**config.mk**
```make
export PLATFORM = sky130hd
export DESIGN_NAME = dmem_responder
export DESIGN_NICKNAME = d
export VERILOG_FILES = /design/src/rtl/dmem_responder_pkg.sv /design/src/rtl/dmem_lane_align.sv /design/src/rtl/dmem_responder.sv
export SDC_FILE = /design/constraint.sdc
export NUM_CORES = 1
export LEC_CHECK = 0
export CAP_MARGIN = 25
export CORE_MARGIN = 1
export CORE_UTILIZATION = 40
export DETAILED_ROUTE_END_ITERATION = 10
export PLACE_DENSITY = 0.83
export SLEW_MARGIN = 10
export SYNTH_ARGS = -nofsm -noshare
export SYNTH_HDL_FRONTEND = slang
export SYNTH_SLANG_ARGS = --single-unit
```
**constraint.sdc**
```tcl
create_clock -name clk -period 2.1 [get_ports clk]
set_input_delay 0.315 -clock clk [delete_from_list [all_inputs] [get_ports clk]]
set_output_delay 0.315 -clock clk [all_outputs]
set_load 0.01 [all_outputs]
```
**src/rtl/dmem_responder_pkg.sv**
```systemverilog
// Shared definitions for the data-memory responder and its lane aligner.
// Latency: none (types, constants and a pure helper function only).
// Backpressure: not applicable.
package dmem_responder_pkg;

    // Data path is one 32-bit word made of four byte lanes.
    localparam int WORD_W = 32;

    // Operation sequencing states of the responder.
    typedef enum logic [1:0] {
        S_IDLE = 2'd0,
        S_REQ  = 2'd1,
        S_RESP = 2'd2,
        S_DONE = 2'd3
    } dmem_state_e;

    // Byte-enable patterns for the memory write port.
    localparam logic [3:0] MASK_WORD = 4'b1111;
    localparam logic [3:0] MASK_B0   = 4'b0001;
    localparam logic [3:0] MASK_B1   = 4'b0010;
    localparam logic [3:0] MASK_B2   = 4'b0100;
    localparam logic [3:0] MASK_B3   = 4'b1000;

    // Captured memory instruction. The full address is held separately,
    // because its width is a parameter of the top level.
    typedef struct packed {
        logic       is_store;
        logic       is_byte;
        logic [1:0] lane;
    } instruction_s;

    // One-hot byte enable for a single-byte store at the given lane.
    function automatic logic [3:0] lane_mask(input logic [1:0] lane);
        logic [3:0] m;
        case (lane)
            2'd0:    m = MASK_B0;
            2'd1:    m = MASK_B1;
            2'd2:    m = MASK_B2;
            default: m = MASK_B3;
        endcase
        return m;
    endfunction

endpackage

```
**src/rtl/dmem_lane_align.sv**
```systemverilog
// Byte-lane steering: store mask/data replication and load lane extraction.
// Latency: purely combinational, zero cycles.
// Backpressure: none; the outputs follow the inputs.
module dmem_lane_align
    import dmem_responder_pkg::*;
(
    input  logic [1:0]        lane,
    input  logic              is_byte,
    input  logic [WORD_W-1:0] store_data,
    input  logic [WORD_W-1:0] load_word,
    output logic [3:0]        wr_mask,
    output logic [WORD_W-1:0] wr_data,
    output logic [WORD_W-1:0] rd_data
);

    // Word accesses pass straight through; byte accesses pick or replicate one lane.
    always_comb begin
        wr_mask = MASK_WORD;
        wr_data = store_data;
        rd_data = load_word;
        if (is_byte) begin
            wr_mask = lane_mask(lane);
            wr_data = {4{store_data[7:0]}};
            rd_data = {24'd0, load_word[{lane, 3'b000} +: 8]};
        end
    end

endmodule

```
**src/rtl/dmem_responder.sv**
```systemverilog
// Sequences one core load/store at a time onto a valid/yumi data-memory port.
// Latency: accept to done_o is 2 cycles minimum; at most one accept every 3 cycles.
// Backpressure: stall_o holds the core while a request or response is outstanding.
module dmem_responder
    import dmem_responder_pkg::*;
#(
    parameter int ADDR_W = 32,
    parameter int DATA_W = 32
) (
    input  logic              clk,
    input  logic              n_reset,
    input  logic              valid_i,
    input  logic              is_load_i,
    input  logic              is_store_i,
    input  logic              is_byte_i,
    input  logic [ADDR_W-1:0] addr_i,
    input  logic [DATA_W-1:0] store_data_i,
    output logic              stall_o,
    output logic              done_o,
    output logic [DATA_W-1:0] load_data_o,
    output logic              misaligned_o,
    output logic              mem_v_o,
    output logic              mem_w_o,
    output logic [ADDR_W-1:0] mem_addr_o,
    output logic [DATA_W-1:0] mem_data_o,
    output logic [3:0]        mem_mask_o,
    input  logic              mem_yumi_i,
    input  logic              mem_v_i,
    input  logic [DATA_W-1:0] mem_data_i
);

    dmem_state_e  state;
    instruction_s op_q;
    logic         stall_q;

    logic         op_ok;
    logic         aligned;
    logic         accept;
    logic         misalign;

    logic [1:0]        al_lane;
    logic              al_byte;
    logic [3:0]        al_mask;
    logic [DATA_W-1:0] al_wdata;
    logic [DATA_W-1:0] al_rdata;

    // Classify the incoming operation; only IDLE may accept or flag misalignment.
    always_comb begin
        op_ok    = valid_i & (is_load_i ^ is_store_i);
        aligned  = is_byte_i | (addr_i[1:0] == 2'b00);
        accept   = n_reset & (state == S_IDLE) & op_ok & aligned;
        misalign = n_reset & (state == S_IDLE) & op_ok & ~aligned;
    end

    // The accepting cycle must stall combinationally so the core holds its pipeline
    // until the registered stall takes over.
    assign stall_o = stall_q | accept;

    // In IDLE the aligner works on the incoming store; otherwise on the captured load.
    always_comb begin
        al_lane = op_q.lane;
        al_byte = op_q.is_byte;
        if (state == S_IDLE) begin
            al_lane = addr_i[1:0];
            al_byte = is_byte_i;
        end
    end

    dmem_lane_align u_lane_align (
        .lane       (al_lane),
        .is_byte    (al_byte),
        .store_data (store_data_i),
        .load_word  (mem_data_i),
        .wr_mask    (al_mask),
        .wr_data    (al_wdata),
        .rd_data    (al_rdata)
    );

    // Main sequencer: all handshake and result outputs are registered here.
    always_ff @(posedge clk) begin
        if (!n_reset) begin
            state        <= S_IDLE;
            op_q         <= '0;
            stall_q      <= 1'b0;
            done_o       <= 1'b0;
            misaligned_o <= 1'b0;
            load_data_o  <= '0;
            mem_v_o      <= 1'b0;
            mem_w_o      <= 1'b0;
            mem_addr_o   <= '0;
            mem_data_o   <= '0;
            mem_mask_o   <= '0;
        end else begin
            done_o       <= 1'b0;
            misaligned_o <= 1'b0;
            case (state)
                S_IDLE: begin
                    if (accept) begin
                        op_q.is_store <= is_store_i;
                        op_q.is_byte  <= is_byte_i;
                        op_q.lane     <= addr_i[1:0];
                        mem_addr_o    <= {addr_i[ADDR_W-1:2], 2'b00};
                        mem_w_o       <= is_store_i;
                        mem_data_o    <= is_store_i ? al_wdata : '0;
                        mem_mask_o    <= is_store_i ? al_mask : 4'b0000;
                        mem_v_o       <= 1'b1;
                        stall_q       <= 1'b1;
                        state         <= S_REQ;
                    end else if (misalign) begin
                        misaligned_o <= 1'b1;
                    end
                end
                S_REQ: begin
                    if (mem_yumi_i) begin
                        mem_v_o <= 1'b0;
                        if (op_q.is_store) begin
                            stall_q <= 1'b0;
                            done_o  <= 1'b1;
                            state   <= S_DONE;
                        end else if (mem_v_i) begin
                            load_data_o <= al_rdata;
                            stall_q     <= 1'b0;
                            done_o      <= 1'b1;
                            state       <= S_DONE;
                        end else begin
                            state <= S_RESP;
                        end
                    end
                end
                S_RESP: begin
                    if (mem_v_i) begin
                        load_data_o <= al_rdata;
                        stall_q     <= 1'b0;
                        done_o      <= 1'b1;
                        state       <= S_DONE;
                    end
                end
                default: begin
                    // DONE: the retire pulse is out; refuse new work for this cycle.
                    state <= S_IDLE;
                end
            endcase
        end
    end

endmodule

```
==> impl_metrics.tcl, run 1 <==
set metrics [dict create \
    p_comb_share_pct 28.9 \
    postRouteAntennaNets 0 \
    synth_xor_area_share_pct 0.3728 \
    via_per_inst 5.228 \
    fin_skew_ns 0.006622 \
    synth_compound_area_share_pct 14.78 \
    clkTransAtPathRegs_ns 0.07 \
    fin_crit_sh_pct 95.15 \
    critPathTopFamily "multiplexers" \
    start_util_pct 41.15 \
    reg2reg_depth 8 \
    cts_buffers 9 \
    antenna_found_initial 0 \
    dieArea_um2 12180 \
    whs_path_depth 2 \
    path_buf_inv 3 \
    p_leak_nw 2.543 \
    rows 39 \
    cts-root-buf "clkbuf_16" \
    internal_power_mw 4.015 \
    dieWidth_um 110.4 \
    synth_seq_cells 108 \
    seq_area_um2 2163 \
    cts.hold.buffers_added 0 \
    fin_ws_ns 0.1019 \
    vias 4721 \
    ios 209 \
    synth.distinct_cells 40 \
    yosysWarnings 0 \
    clkLatencyLatePin_ns 0.34 \
    drv_slew 0 \
    cts_tree "yes" \
    wirelength_mm 14.70 \
    grt_usage_pct 23.69 \
    synthCells 558 \
    synthFlopType "dfxtp_1" \
    synth_simple_gate_area_share_pct 20.40 \
    syn_area_um2 4698 \
    ys_seq_area_share_pct 46.02 \
    muxShareOfSynthArea_pct 12.22 \
    crit_path_max_incr_delay_ns 0.35 \
    synth-edff-count 0 \
    status "completed" \
    crit_chain "inv_1, ha_1, buf_6, mux2i_4, buf_6, mux2_2, a32oi_1, a31oi_1" \
    grt_overflow_total 0 \
    cts_sinks 108 \
    crit_required_ns 2.31 \
    fmax_ghz 0.5005 \
    period_minus_slack_ns 1.998 \
    switchingPower_mw 1.602 \
    grt_first_pass_wirelength_mm 22.40 \
    num-fill-cells 954 \
    synth_top_area_cell "dfxtp_1" \
    n_antenna_cell 0 \
    syn_to_final_growth_pct 56.01 \
    cp_max_fo 6 \
    multi_input_area_um2 2338 \
    worstHoldPathType "flop to flop" \
    firstDrtPassIters 6 \
    rsz0062_at_grt "no" \
    grt_max_degree 79 \
    numPortBuffers 206 \
    avgSynthCellArea_um2 8.420 \
    place_congestion 0.8635 \
    switching_share_pct 28.53 \
    critical_path_depth 8 \
    critPathCaptureType "flop" \
    p_total_mw 5.617 \
    core_area_um2 11420 \
    synth_top_area_share_pct 46.02 \
    yosys-top-cells-count "108 x dfxtp_1, 108 x nand2_1, 84 x a21oi_1" \
    power_frac_seq_pct 40.1 \
    criticalPathCategory "flop to flop" \
    worst_path_max_delay_cell "dfxtp_2" \
    fin_nets 863 \
    ir_worst_vdd_mv 0.3965 \
    wire_per_inst_um 16.27 \
    first_iter_violations 364 \
    grt_pass1_vias 4603 \
    hold_viol 0 \
    async_flop_share_pct 0 \
    htree_levels 3 \
    crit_arrival_ns 2.21 \
    synth_top_family_by_area "simple AND/OR/NAND/NOR gates" \
    clockPowerShare_pct 31.1 \
    crit_top_cell "buf_6" \
    cap_viol_max_count 0 \
    synth_area_leaders "dfxtp_1 46%, a21oi_1 8.9%, nand2_1 8.6%" \
    synth_fa_ha_area_share_pct 1.065 \
    die_y_um 110.4 \
    drc 0 \
    post_cts_buffers 0 \
    clk_path_buf_depth 2 \
    drive_gt1_share_pct 11.05 \
    post-place-ws_ns -0.03988 \
    finalSetupViolations 0 \
    power_density_nw_per_um2 766.4 \
    startpoint_type "flop" \
    detailed_place_hpwl_mm 10.53 \
]
-- layout make-up --
class / instances / area share [%]
repair buffers: 231 / 31.63
clock inverters: 4 / 0.6487
well taps: 143 / 2.441
inverters: 7 / 0.3585
flip-flops and latches: 108 / 29.52
clock buffers: 12 / 3.499
multi-input cells: 398 / 31.91
-- repair_timing --
| item | in CTS | in global routing |
|---|---|---|
| cloned | 0 | 1 |
| pin swaps | 0 | 0 |
| resized for setup | 1 | 12 |
| setup endpoints to repair | 1 | 30 |
-- metrics by stage --
stage | instance area [µm²] | TNS, ns | cells | hold slack (ns) | util (%)
2_1_floorplan | 4702 | 0 | 559 | 0.4330 | -
3_3_place_gp | 6992 | 0 | 886 | 0.4403 | 61.23
3_5_place_dp | 6992 | -0.09159 | 886 | 0.4454 | 61.23
4_1_cts | 7295 | 0 | 902 | 0.4546 | 63.88
5_1_grt | 7330 | 0 | 903 | 0.4772 | 64.19
6_report | 7330 | 0 | 903 | 0.4531 | 64.19
-- worst reg2reg max path: stages (launching register included) --
cell and delay [ns]:
dfxtp_2 0.35, inv_1 0.09, ha_1 0.20, buf_6 0.15
mux2i_4 0.25, buf_6 0.16, mux2_2 0.34, a32oi_1 0.19
a31oi_1 0.13
-- cells in the final DEF (no fill, tap or decap), drive strengths merged, types with 2 or more instances in the layout --
cell type,instances
a21oi,84
a31oi,9
a32oi,8
and2,16
and3,4
buf,25
clkbuf,12
clkdlybuf4s50,205
clkinv,2
conb,2
dfxtp,108
ha,4
inv,7
mux2,33
mux2i,19
nand2,108
nand2b,11
nand3,44
nor2,19
nor2b,4
o211ai,2
o21ai,16
o31ai,2
or4,2
-- cells by family (layout without fill, tap and decap cells) --
group | Yosys count | after routing
DFF | 108 | 108
AOI/OAI and AO/OA | 126 | 126
adders and majority gates | 4 | 4
buffers and inverters | 53 | 254
xor gates and xnor gates | 2 | 2
and+or+nand+nor | 212 | 212
other | 1 | 2
muxes | 52 | 52
-- sequential cells by signal, indices dropped and copies added (netlist names) --
signal        cells
mem_addr_o       30
misaligned_o      1
op_q              4
done_o            1
mem_v_o           1
mem_mask_o        4
state             2
mem_data_o       32
load_data_o      32
stall_q           1
-- final timing paths --
kind                               startpoint             end  slack [ns]
worst min register to register  mem_mask_o[1]   mem_mask_o[1]        0.45
worst min-delay path            mem_mask_o[1]   mem_mask_o[1]        0.45
worst max-delay path                 state[0]  load_data_o[4]        0.10
worst max register to register       state[0]  load_data_o[4]        0.10
-- per-layer routing --
| layer | track usage (%) | up-vias | share of wire, % |
|---|---|---|---|
| met4 | 8.365 | 0 | 1.5 |
| li1 | - | 2314 | - |
| met1 | 29.23 | 2188 | 42 |
| met5 | 0 | - | 0 |
| met3 | 5.526 | 19 | 8.7 |
| met2 | 40.24 | 200 | 48 |
-- power groups by stage --
| stage | combinational, mW | clock (mW) | sequential, mW |
|---|---|---|---|
| final | 1.62 | 1.75 | 2.25 |
| after global routing | 1.75 | 1.86 | 2.26 |
| after CTS | 1.57 | 1.77 | 2.25 |
| after detailed placement | 1.57 | 0 | 2.29 |
| after global placement | 1.53 | 0 | 2.28 |
| after floorplan | 0.827 | 0 | 2.33 |
Note: power is estimated with default switching activity, not from simulation.
==> run 2, diff against run 1 <==
- clock period: 2.1 -> 1.9 ns (I/O delays scaled with it)
==> run 2 against run 1 <==
Net effect:
- final area rose by 4.1%
- count of clock-buffer cells in the layout rose by 1
- critical path depth rose by 1
- die area did not move
- sequential share of layout area fell by 1.1 points
- clock power barely moved
- register-to-register slack got worse by 0.08 ns
- global-route usage rose by 0.13 points
- hold slack got worse by 0.0021 ns
- utilization rose by 2.6 points
- flip-flop and latch count did not move
- combinational power rose by 33%
==> impl_metrics.tcl, run 2 (synthesized netlist as in run 1, its figures left out) <==
set metrics [dict create \
    status "completed" \
    path_buf_inv 4 \
    core_area_um2 11420 \
    fin_ws_ns 0.01956 \
    via_per_inst 5.309 \
    grt_overflow_total 0 \
    post-place-ws_ns -0.2690 \
    place_congestion 0.8191 \
    cts_buffers 9 \
    wire_per_inst_um 16.83 \
    cts.hold.buffers_added 0 \
    grt_usage_pct 23.83 \
    ir_worst_vdd_mv 0.5163 \
    worst_path_max_delay_cell "mux2_2" \
    crit_required_ns 2.11 \
    top_regs "load_data_o: 32 flops, mem_data_o: 32 flops, mem_addr_o: 30 flops" \
    criticalPathCategory "flop to flop" \
    p_leak_nw 2.704 \
    fin_area_um2 7627 \
    wirelength_mm 15.47 \
    start_util_pct 41.15 \
    layoutNonFillerInstCount 919 \
    crit_top_cell "buf_12" \
    crit_path_max_incr_delay_ns 0.35 \
    critPathTopFamily "multiplexers" \
    finalSetupViolations 0 \
    firstDrtPassIters 5 \
    crit_arrival_ns 2.09 \
    dpl.cell_count 891 \
    startpoint_type "flop" \
    first_iter_violations 388 \
    cts_sinks 108 \
    ios 209 \
    placed_area_um2 7043 \
    drive_gt1_share_pct 13.92 \
    n_antenna_cell 0 \
    period_minus_slack_ns 1.880 \
    vias 4879 \
    fin_nets 879 \
    final_common_cell "clkdlybuf4s50_1" \
    cts_tree "yes" \
    grt_max_degree 69 \
    htree_levels 3 \
    fin_setup_tns_ns 0 \
    rsz0062_at_grt "yes" \
    power_density_nw_per_um2 839.7 \
    postRouteAntennaNets 0 \
    layout_common_cells "205 x clkdlybuf4s50_1, 108 x nand2_1, 106 x dfxtp_1, 83 x a21oi_1, 42 x nand3_1" \
    drv_slew 0 \
    rows 39 \
    detailed_place_hpwl_mm 10.41 \
    fin_skew_ns 0.007956 \
    worst_pin_slew_ns 0.5062 \
    die_y_um 110.4 \
    cap_viol_max_count 0 \
    slew_headroom_pct 66.25 \
    fin_crit_sh_pct 98.97 \
    crit_chain "inv_2, ha_4, buf_6, buf_12, mux2i_4, buf_12, mux2_2, nand3_1, a21oi_1" \
    syn_to_final_growth_pct 62.34 \
    dieArea_um2 12180 \
    cts-root-buf "clkbuf_16" \
    clk_path_buf_depth 2 \
    hold_viol 0 \
    dieWidth_um 110.4 \
    grt_first_pass_wirelength_mm 22.50 \
    fmax_ghz 0.5318 \
    worstHoldPathType "flop to flop" \
    critPathCaptureType "flop" \
    numPortBuffers 206 \
    antenna_found_initial 0 \
    drc 0 \
    cp_max_fo 18 \
    clkLatencyLatePin_ns 0.34 \
    clkTransAtPathRegs_ns 0.07 \
    grt_pass1_vias 4716 \
]
run 2: tightest hold or removal path: stages (launching register included):
cell	delay (ns)
dfxtp_1	0.31
nand2_1	0.05
a21oi_1	0.05
run 2: final timing paths:
kind | slack [ns] | from | cells after the start | endpoint
max | 0.02 | state[0] | 9 | mem_data_o[18]
min | 0.45 | mem_data_o[12] | 2 | mem_data_o[12]
max reg2reg | 0.02 | state[0] | 9 | mem_data_o[18]
min reg2reg | 0.45 | mem_data_o[12] | 2 | mem_data_o[12]
run 2: cell type report:
cell class | count | area [µm²]
Inverter | 7 | 27.53
Clock inverter | 3 | 21.27
Timing Repair Buffer | 247 | 2562
Fill cell | 906 | 3791
Sequential cell | 108 | 2165
Clock buffer | 13 | 260.3
Multi-Input combinational cell | 398 | 2412
Tap cell | 143 | 178.9
run 2: through the flow:
stage | total power, mW | utilization [%] | hold WS [ns]
floorplan | 3.489 | - | 0.4207
global placement | 4.283 | 61.68 | 0.4384
detailed placement | 4.331 | 61.68 | 0.4452
CTS | 6.212 | 64.73 | 0.4546
global route | 6.689 | 66.80 | 0.4648
finish | 6.404 | 66.80 | 0.4509
run 2: routing by layer:
metal	up-vias	global-route usage (%)	part of all wire, %
li1	2334	-	-
met1	2285	27.37	39
met2	227	41.22	49
met3	33	6.937	9.0
met4	0	9.868	2.9
met5	-	0	0
run 2: report_power, final:
group	internal (mW)	leakage (nW)	switching, mW
sequential	2.40	0.874	0.0756
combinational	1.19	1.69	0.957
clock	0.964	0.136	0.817
run 2: timing repair:
item                                    4_1_cts  5_1_grt
pin swaps                                     3        9
cloned                                        0        4
endpoints found under the setup margin       83       81
resized for setup                             9       22
setup buffers                                 5        4
==> run 3, diff against run 2 <==
- GPL_TIMING_DRIVEN: default -> 0
==> run 3 against run 2 <==
Net effect:
- the run now ends with negative setup slack left
- first-iteration DRC count shrank 24%
- global-route usage grew 2.8 points
- setup slack lost 0.046 ns
- largest power group unchanged
- count of clock-buffer cells in the layout shrank 1
- final area shrank 0.94%
- sequential share of layout area grew 0.27 points
==> impl_metrics.tcl, run 3 (synthesized netlist as in run 1, its figures left out) <==
set metrics [dict create \
    status "finished, violations left" \
    violations "negative setup slack" \
    num-fill-cells 936 \
    grt_pass1_vias 4940 \
    post-place-ws_ns -0.8003 \
    fin_ws_ns -0.02673 \
    hold_viol 0 \
    crit_required_ns 1.62 \
    numPortBuffers 206 \
    whs_path_depth 2 \
    layoutNonFillerInstCount 935 \
    rsz0062_at_grt "yes" \
    power_density_nw_per_um2 870.3 \
    seq_area_um2 2165 \
    top_regs "load_data_o: 32 flops, mem_data_o: 32 flops, mem_addr_o: 30 flops" \
    place_congestion 0.8773 \
    fin_setup_tns_ns -0.02673 \
    drc 0 \
    start_util_pct 41.15 \
    crit_arrival_ns 1.64 \
    reg2reg_depth 7 \
    syn_to_final_growth_pct 60.83 \
    startpoint_type "flop" \
    clkLatencyLatePin_ns 0.35 \
    grt_usage_pct 26.65 \
    multi_input_area_um2 2426 \
    finalSetupViolations 1 \
    cap_viol_max_count 0 \
    dieArea_um2 12180 \
    fin_skew_ns 0.007265 \
    grt_overflow_total 0 \
    fin_nets 896 \
    drv_slew 0 \
    ir_worst_vdd_mv 0.4494 \
    crit_path_max_incr_delay_ns 0.33 \
    core_area_um2 11420 \
    clkTransAtPathRegs_ns 0.07 \
    htree_levels 3 \
    criticalPathCategory "flop to primary output" \
    antenna_found_initial 0 \
    drive_gt1_share_pct 14.02 \
    cts_tree "yes" \
    final_common_cell "clkdlybuf4s50_1" \
    dpl.cell_count 908 \
    firstDrtPassIters 7 \
    grt_first_pass_wirelength_mm 24.43 \
    rows 39 \
    grt_max_degree 17 \
    worst_pin_slew_ns 0.6103 \
    worstHoldPathType "flop to flop" \
    first_iter_violations 296 \
    crit_chain "inv_2, ha_4, and3_4, nand3_4, buf_8, nand2b_1, buf_2" \
    postRouteAntennaNets 0 \
    critPathCaptureType "primary output" \
    cts-root-buf "clkbuf_16" \
    period_minus_slack_ns 1.927 \
    wirelength_mm 16.67 \
    cts_sinks 108 \
    cts_buffers 9 \
    n_antenna_cell 0 \
    detailed_place_hpwl_mm 12.30 \
    slew_headroom_pct 59.31 \
    die_y_um 110.4 \
    dieWidth_um 110.4 \
    fin_crit_sh_pct 101.4 \
    worst_path_max_delay_cell "dfxtp_2" \
    wire_per_inst_um 17.83 \
    reg2reg_setup_slack_ns 0.05 \
    vias 5006 \
    clk_path_buf_depth 2 \
    via_per_inst 5.354 \
    fmax_ghz 0.5190 \
    p_leak_nw 2.658 \
    layout_common_cells "205 x clkdlybuf4s50_1, 108 x nand2_1, 106 x dfxtp_1, 83 x a21oi_1, 43 x nand3_1" \
    ios 209 \
    cp_max_fo 6 \
]
==> run 3: cell count changes in the layout (fill, tap and decap cells not counted), moves of 4 or more <==
| cell | before | now |
|---|---|---|
| mux2_4 | 10 | 3 |
| buf_12 | 10 | 0 |
| mux2_2 | 22 | 29 |
| buf_4 | 24 | 17 |
| clkbuf_4 | 0 | 4 |
| clkbuf_1 | 2 | 17 |
| clkbuf_2 | 0 | 5 |
| buf_2 | 0 | 8 |
==> run 3: final cells by class <==
type | instances | area share [%]
buffer | 45 | 3.527
clock buffer | 12 | 3.527
clock inverter | 3 | 0.9107
inverter | 7 | 0.3477
multi-input combinational | 398 | 32.11
sequential | 108 | 28.65
tap | 143 | 2.368
timing repair buffer | 219 | 28.56
==> run 3: critical path, delay by kind of cell (launching register included) <==
| kind | cells | cell delay [ns] |
|---|---|---|
| buffers and inverters | 3 | 0.37 |
| flip-flops | 1 | 0.33 |
| adder cells (fa/ha/maj) | 1 | 0.21 |
| AND/OR/NAND/NOR | 3 | 0.39 |
==> run 3: worst paths after layout <==
kind	from	endpoint
min reg2reg	mem_addr_o[30]	mem_addr_o[30]
min	mem_addr_o[30]	mem_addr_o[30]
max	state[1]	stall_o
max reg2reg	state[1]	mem_data_o[23]
==> run 3: metal layers <==
layer | global-route usage [%] | share of wire (%) | vias to the layer above
li1 | - | - | 2372
met1 | 31.33 | 40 | 2355
met2 | 46.54 | 48 | 247
met3 | 6.055 | 8.8 | 32
met4 | 11.00 | 2.4 | 0
met5 | 0 | 0 | -
==> run 3: per-stage QoR <==
stage | area, µm² | utilization [%] | power (mW) | hold slack [ns]
6_report | 7556 | 66.17 | 6.576 | 0.4528
5_1_grt | 7556 | 66.17 | 6.826 | 0.4706
4_1_cts | 7487 | 65.57 | 6.501 | 0.4534
3_5_place_dp | 6945 | 60.83 | 4.254 | 0.4437
3_3_place_gp | 6945 | 60.83 | 4.192 | 0.4394
2_1_floorplan | 4705 | - | 3.489 | 0.4207
==> run 3: power by group <==
group / total, mW / internal (mW) / switching (mW)
combinational: 2.00 / 1.05 / 0.952
sequential: 2.49 / 2.40 / 0.0862
clock: 2.09 / 1.26 / 0.830
total: 6.58 / 4.71 / 1.87
==> run 3: repair_timing <==
item / in CTS / in global routing
buffers inserted: 9 / 3
hold buffers: 0 / 0
resized for setup: 43 / 18
endpoints found under the setup margin: 102 / 68
cloned: 1 / 0
pin swaps: 2 / 8
